[config.mk]
export PLATFORM = sky130hd
export DESIGN_NAME = timer_in_cond
export DESIGN_NICKNAME = d
export VERILOG_FILES = /design/src/rtl/timer_in_cond.sv
export SDC_FILE = /design/constraint.sdc
export NUM_CORES = 1
export LEC_CHECK = 0
export CAP_MARGIN = 30
export CORE_MARGIN = 2
export CORE_UTILIZATION = 30
export DETAILED_ROUTE_END_ITERATION = 12
export PLACE_DENSITY_LB_ADDON = 0.1
export SLEW_MARGIN = 20
export SYNTH_ARGS = -nofsm -noshare
export SYNTH_HDL_FRONTEND = slang
export SYNTH_SLANG_ARGS = --single-unit
[constraint.sdc]
create_clock -name wb_clk_i -period 1.84 [get_ports wb_clk_i]
set_clock_uncertainty 0.15 [all_clocks]
set_input_delay 0.552 -clock wb_clk_i [delete_from_list [all_inputs] [get_ports wb_clk_i]]
set_output_delay 0.552 -clock wb_clk_i [all_outputs]
set_load 0.03 [all_outputs]
[src/rtl/timer_in_cond.sv]
// Input conditioner for the general timer: 2-flop synchroniser, glitch filter, clean level, edge strobe.
// Optional glitch counter (glitch_clr_i / glitch_cnt_o) is built when TIMER_IN_GLITCH_CNT_EN is defined.
module timer_in_cond #(
    parameter int FILT_W = 8
) (
    input  logic              wb_clk_i,
    input  logic              wb_rst_i,
    input  logic              raw_i,
    input  logic              en_i,
    input  logic [FILT_W-1:0] filt_len_i,
    input  logic [1:0]        edge_sel_i,
`ifdef TIMER_IN_GLITCH_CNT_EN
    input  logic              glitch_clr_i,
    output logic [15:0]       glitch_cnt_o,
`endif
    output logic              level_o,
    output logic              pulse_o
);

    localparam logic [FILT_W-1:0] CNT_ONE = {{(FILT_W-1){1'b0}}, 1'b1};

    logic              s1_q, s1_d;
    logic              s2_q, s2_d;
    logic              lvl_q, lvl_d;
    logic [FILT_W-1:0] cnt_q, cnt_d;
    logic              pulse_q, pulse_d;
    logic              accept;

    // Synchroniser stages are plain copies so nothing sits between the two flops.
    always_comb begin
        s1_d = raw_i;
        s2_d = s1_q;
    end

    always_comb begin
        lvl_d   = lvl_q;
        cnt_d   = cnt_q;
        accept  = 1'b0;
        pulse_d = 1'b0;
        if (!en_i) begin
            lvl_d = s2_q;
            cnt_d = '0;
        end else if (s2_q == lvl_q) begin
            cnt_d = '0;
        end else if (cnt_q >= filt_len_i) begin
            // >= so a shortened filter length accepts an overdue count at once
            lvl_d  = s2_q;
            cnt_d  = '0;
            accept = 1'b1;
        end else begin
            cnt_d = cnt_q + CNT_ONE;
        end
        pulse_d = accept && (s2_q ? edge_sel_i[0] : edge_sel_i[1]);
    end

    always_ff @(posedge wb_clk_i) begin
        if (wb_rst_i) begin
            s1_q    <= 1'b0;
            s2_q    <= 1'b0;
            lvl_q   <= 1'b0;
            cnt_q   <= '0;
            pulse_q <= 1'b0;
        end else begin
            s1_q    <= s1_d;
            s2_q    <= s2_d;
            lvl_q   <= lvl_d;
            cnt_q   <= cnt_d;
            pulse_q <= pulse_d;
        end
    end

    assign level_o = lvl_q;
    assign pulse_o = pulse_q;

`ifdef TIMER_IN_GLITCH_CNT_EN
    logic        glitch_evt;
    logic [15:0] gcnt_q, gcnt_d;

    // A partial count collapsing back to the held level is a rejected glitch.
    always_comb begin
        glitch_evt = en_i && (s2_q == lvl_q) && (cnt_q != '0);
        gcnt_d     = gcnt_q;
        if (glitch_clr_i) begin
            gcnt_d = '0;
        end else if (glitch_evt && (gcnt_q != 16'hFFFF)) begin
            gcnt_d = gcnt_q + 16'd1;
        end
    end

    always_ff @(posedge wb_clk_i) begin
        if (wb_rst_i) begin
            gcnt_q <= '0;
        end else begin
            gcnt_q <= gcnt_d;
        end
    end

    assign glitch_cnt_o = gcnt_q;
`endif

endmodule

Word level (Yosys, flattened, before mapping)
Cells that the tools add are included.
{"block": "totals", "in_bits": 14, "output_inout_bits": 2, "reg_bits": 12, "elab_cells": 21}
{"block": "classes", "order_cmp": 1, "n_bitwise": 1, "n_reduce_logical": 3, "add_sub_neg": 1, "eq_ne": 3, "n_mux": 7}
{"operator": "$add 8x1->8 const B", "n": 1}
{"operator": "$ge 8x8->1", "n": 1}
{"operator": "$mux 1", "n": 7}
{"operator": "$reduce_or 4->1", "n": 1}
{"operator": "$ne 2x1->1 const B", "n": 1}
{"operator": "$ne 2x2->1 const B", "n": 1}
{"operator": "$reduce_and 2->1", "n": 1}
{"operator": "$eq 1x1->1", "n": 1}
{"operator": "$logic_and 1x1->1", "n": 1}
{"operator": "$not 1->1", "n": 1}

Depth between registers and ports, before layout
{"block": "logic_depth", "word_depth": 5, "mapped_depth": 6, "depth_no_buf": 6}

Worst setup path after synthesis
No wires, ideal clock.
{"block": "synth_path", "kind": "input -> register", "startpoint": "in filt_len_i[1]", "endpoint": "reg pulse_q (netlist: pulse_o)", "arrival_ns": 1.712, "t_required_ns": 1.561, "stages": 6, "setup_slack_ns": -0.151, "setup_time_ns": 0.129, "path_buffers": 0, "path_cell_list": "inv_1 ha_1 or4_4 a21oi_4 o31ai_4 nor3b_2"}
{"block": "synth_between", "elab_chain_cells": 5}
{"item": "from (decl)", "line_no": "10", "rtl": "input logic [FILT_W-1:0] filt_len_i,"}
{"item": "$ge 8x8->1", "line_no": "45", "rtl": "end else if (cnt_q >= filt_len_i) begin"}
{"item": "$mux 1", "line_no": "45"}
{"item": "$mux 1", "line_no": "43", "rtl": "end else if (s2_q == lvl_q) begin"}
{"item": "$mux 1", "line_no": "40", "rtl": "if (!en_i) begin"}
{"item": "$logic_and 1x1->1", "line_no": "53", "rtl": "pulse_d = accept && (s2_q ? edge_sel_i[0] : edge_sel_i[1]);"}
{"item": "to (signal assigned)", "line_no": "68", "rtl": "pulse_q <= pulse_d;"}
{"item": "to (decl)", "line_no": "26", "rtl": "logic pulse_q, pulse_d;"}
Every way passes these cells.
A chain may end at the register's enable or synchronous reset.

Worst setup path after layout
{"block": "layout_path", "startpoint": "in filt_len_i[4]", "endpoint": "reg pulse_q (netlist: pulse_o)"}
Same word-level chain as after synthesis.

==> impl_metrics.toml <==
[yosys]
synthTopCellsByArea = "dfxtp_1 (35%), ha_1 (16%), nor3_1 (6.5%)"
ys.flop_type = "dfxtp_1"
synth_cell_types = 23
ys_ff_latch = 12
synth-edff-count = 0
syn_nets = 94
synth_most_common_cell = "dfxtp_1"
synth_warnings = 0
synth_top_area_cell = "dfxtp_1"
synth-async-reset-ratio_pct = 0
synthTopCellsByCount = "dfxtp_1 (12), ha_1 (9), inv_1 (9), nor3_1 (9), xnor2_1 (4)"
yosysTopAreaCellShare_pct = 34.7
yosysSeqAreaShare_pct = 34.7
syn_inst = 71
syn_area_sq_um = 693
syn_area_per_cell_sq_um = 9.76

[sta]
holdWs_ns = 0.298
finalCritPeriodShare_pct = 98.6
slew_headroom_pct = 75.7
worst_pin_slew_ns = 0.363
rsz0062_at_grt = "no"
drv_slew = 0
setup_viol = 0
fmax_ghz = 0.551
tns_ns = 0
hold_viol_final = 0
layout_min_cycle_time_ns = 1.81

[floorplanning]
die_area_sq_mm = 0.00271
dieWidth_um = 52.1
coreArea_sq_mm = 0.00219
die-height_um = 52.1
io_pins = 16
initial_core_util_pct = 31.6
rows = 17

[detailed_routing]
antenna_left = 0
wirelength_um = 1440
drc = 0
routed_via_density = 4.52
via_count = 579
drtIter0Drc = 4
dr.pass1.iters = 4
post_drt_wl_per_cell_um = 11.2

[worst_setup_path]
end_kind = "register"
crit_start = "filt_len_i[4]"
critPathSlowestCell = "or4_4"
worstSetupPathType = "in2reg"
critPathMaxFanout = 5
reg2reg_from = "cnt_q[3]"
slowest_delay_ns = 0.42
cp_data_required_time_ns = 1.87
cp-start-kind = "primary input"
worstPathArrival_ns = 1.84
path_cells = "clkdlybuf4s15_1, inv_1, ha_4, or4_4, a21oi_4, o31ai_4, nor3b_2"

[global_routing]
grt_max_degree = 10
grtUsageTotal_pct = 12.9
grt_pass1_vias = 562
antenna_found_initial = 0
grt_overflow = 0
grt_pass1_wl_um = 2450

[clock_tree]
clk_path_buf_depth = 2
cts_buffers = 3
cts_tree = "done"
postCtsHoldBufs = 0
clock_latency_ns = 0.28
cts.sinks = 12
cts_root_buffer = "clkbuf_4"
cts.clk_slew.worst_paths_ns = 0.08
ctsHtreeMaxLevel = 1

[place]
postPlaceCellArea_sq_um = 948
dp_hpwl_um = 1020
io_buffer_count = 15
routabilityCongestion = 0.722

[job]
max-cap-violations = 0

[pwr]
p_sw_uw = 134
seqPwrFrac_pct = 46.5
power.share.switching_pct = 23.6
clockPowerShare_pct = 37.8
p_int_uw = 432
p_leak_uw = 0.000463
p_per_area_mw_per_mm2 = 502
irDropWorstVdd_mv = 0.431
comb_power_share_pct = 15.7

[finish]
drive_above_1_share_pct = 40.0
fin_nets = 124
final_area_sq_mm = 0.00113
diodes = 0
area_growth_pct = 62.8

[outcome]
run_status = "finished, final reports clean"

[min_path]
worstHoldStart = "s1_q"
hp-class = "reg2reg"
## kinds of logic after synthesis
kind of cell               after synthesis  share of synthesized area, %
and+or+nand+nor                         25                          21.1
AOI/OAI and AO/OA                        7                          11.4
DFF                                     12                          34.7
muxes                                    2                          2.89
adders and majority gates                9                          16.2
buffers and inverters                    9                          4.87
xor gates and xnor gates                 7                          8.84
## layer usage
layer	wire [um]	up-vias	global-route usage, %
li1	-	306	-
met1	702	256	16.7
met2	639	15	18.1
met3	86	2	4.31
met4	9	0	7.89
met5	0	-	0
## flip-flops by register name, summed over array words and instances (netlist names)
signal,flops
level_o,1
cnt_q,8
s2_q,1
s1_q,1
pulse_o,1
## through the flow
stage	total power [uW]	setup WS, ns	cells	util [%]
after floorplan	303	-0.0843	71	-
after global placement	343	-0.782	119	43.3
after detailed placement	344	-0.793	119	43.3
after CTS	575	0.00433	126	49.6
after global routing	596	0.000147	128	51.5
final	566	0.0257	128	51.5
## worst max-delay path: cells and delay by family
family / cells / cell delay, ns
adders and majority gates: 1 / 0.16
buffers and inverters: 2 / 0.21
AOI/OAI and AO/OA: 2 / 0.33
and+or+nand+nor: 2 / 0.59
## path summary, 6_finish.rpt
check	endpoint	slack, ns	depth (start not counted)
setup reg to reg	pulse_o	0.05	5
hold / removal	s2_q	0.30	1
hold reg to reg	s2_q	0.30	1
setup / recovery	pulse_o	0.03	7
## power by group through the flow
| stage | logic [uW] | clock network, uW | registers (uW) |
|---|---|---|---|
| after floorplan | 30.8 | 0 | 272 |
| after global placement | 72.0 | 0 | 271 |
| after detailed placement | 73.6 | 0 | 271 |
| after CTS | 85.5 | 225 | 265 |
| after global routing | 96.6 | 235 | 264 |
| final | 89.1 | 214 | 263 |
## final cells by class
type | instances | area, sq um
Clock buffer | 4 | 36.3
Timing Repair Buffer | 24 | 208
Multi-Input combinational cell | 51 | 557
Sequential cell | 12 | 244
Fill cell | 203 | 1060
Inverter | 9 | 48.8
Tap cell | 28 | 35.0
## layout by cell type (no fill, tap or decap)
cell	synthesis	layout
mux2i_1	2	2
dfxtp_1	12	11
inv_1	9	4
nor3b_2	1	1
nor2b_1	2	2
or4_4	1	1
ha_1	9	2
or3_4	0	1
ha_4	0	5
nor3_1	9	9
o21a_1	1	1
clkdlybuf4s50_1	0	5
dlygate4sd2_1	0	6
dfxtp_4	0	1
nand3_4	0	1
clkbuf_4	0	3
buf_2	0	1
inv_4	0	1
nand3_1	3	2
nand2b_1	3	2
nand3b_1	1	1
nor2_1	1	1
xor2_1	3	3
ha_2	0	2
and3_1	1	1
inv_2	0	3
o31ai_2	0	1
o311ai_4	0	1
clkdlybuf4s15_1	0	1
o31ai_4	1	1
a21o_1	1	1
clkbuf_8	0	1
xnor2_1	4	4
inv_12	0	1
a21oi_4	1	3
buf_6	0	2
buf_4	0	9
nand2_1	2	2
nand2b_4	0	1
## repair_timing
action,CTS,global route
endpoints found under the hold margin,0,0
gates resized for setup,36,5
buffers inserted,2,2
endpoints found under the setup margin,12,10
cloned,1,0
pin swaps,10,4
No activity file was read; power rests on OpenSTA's default activity.
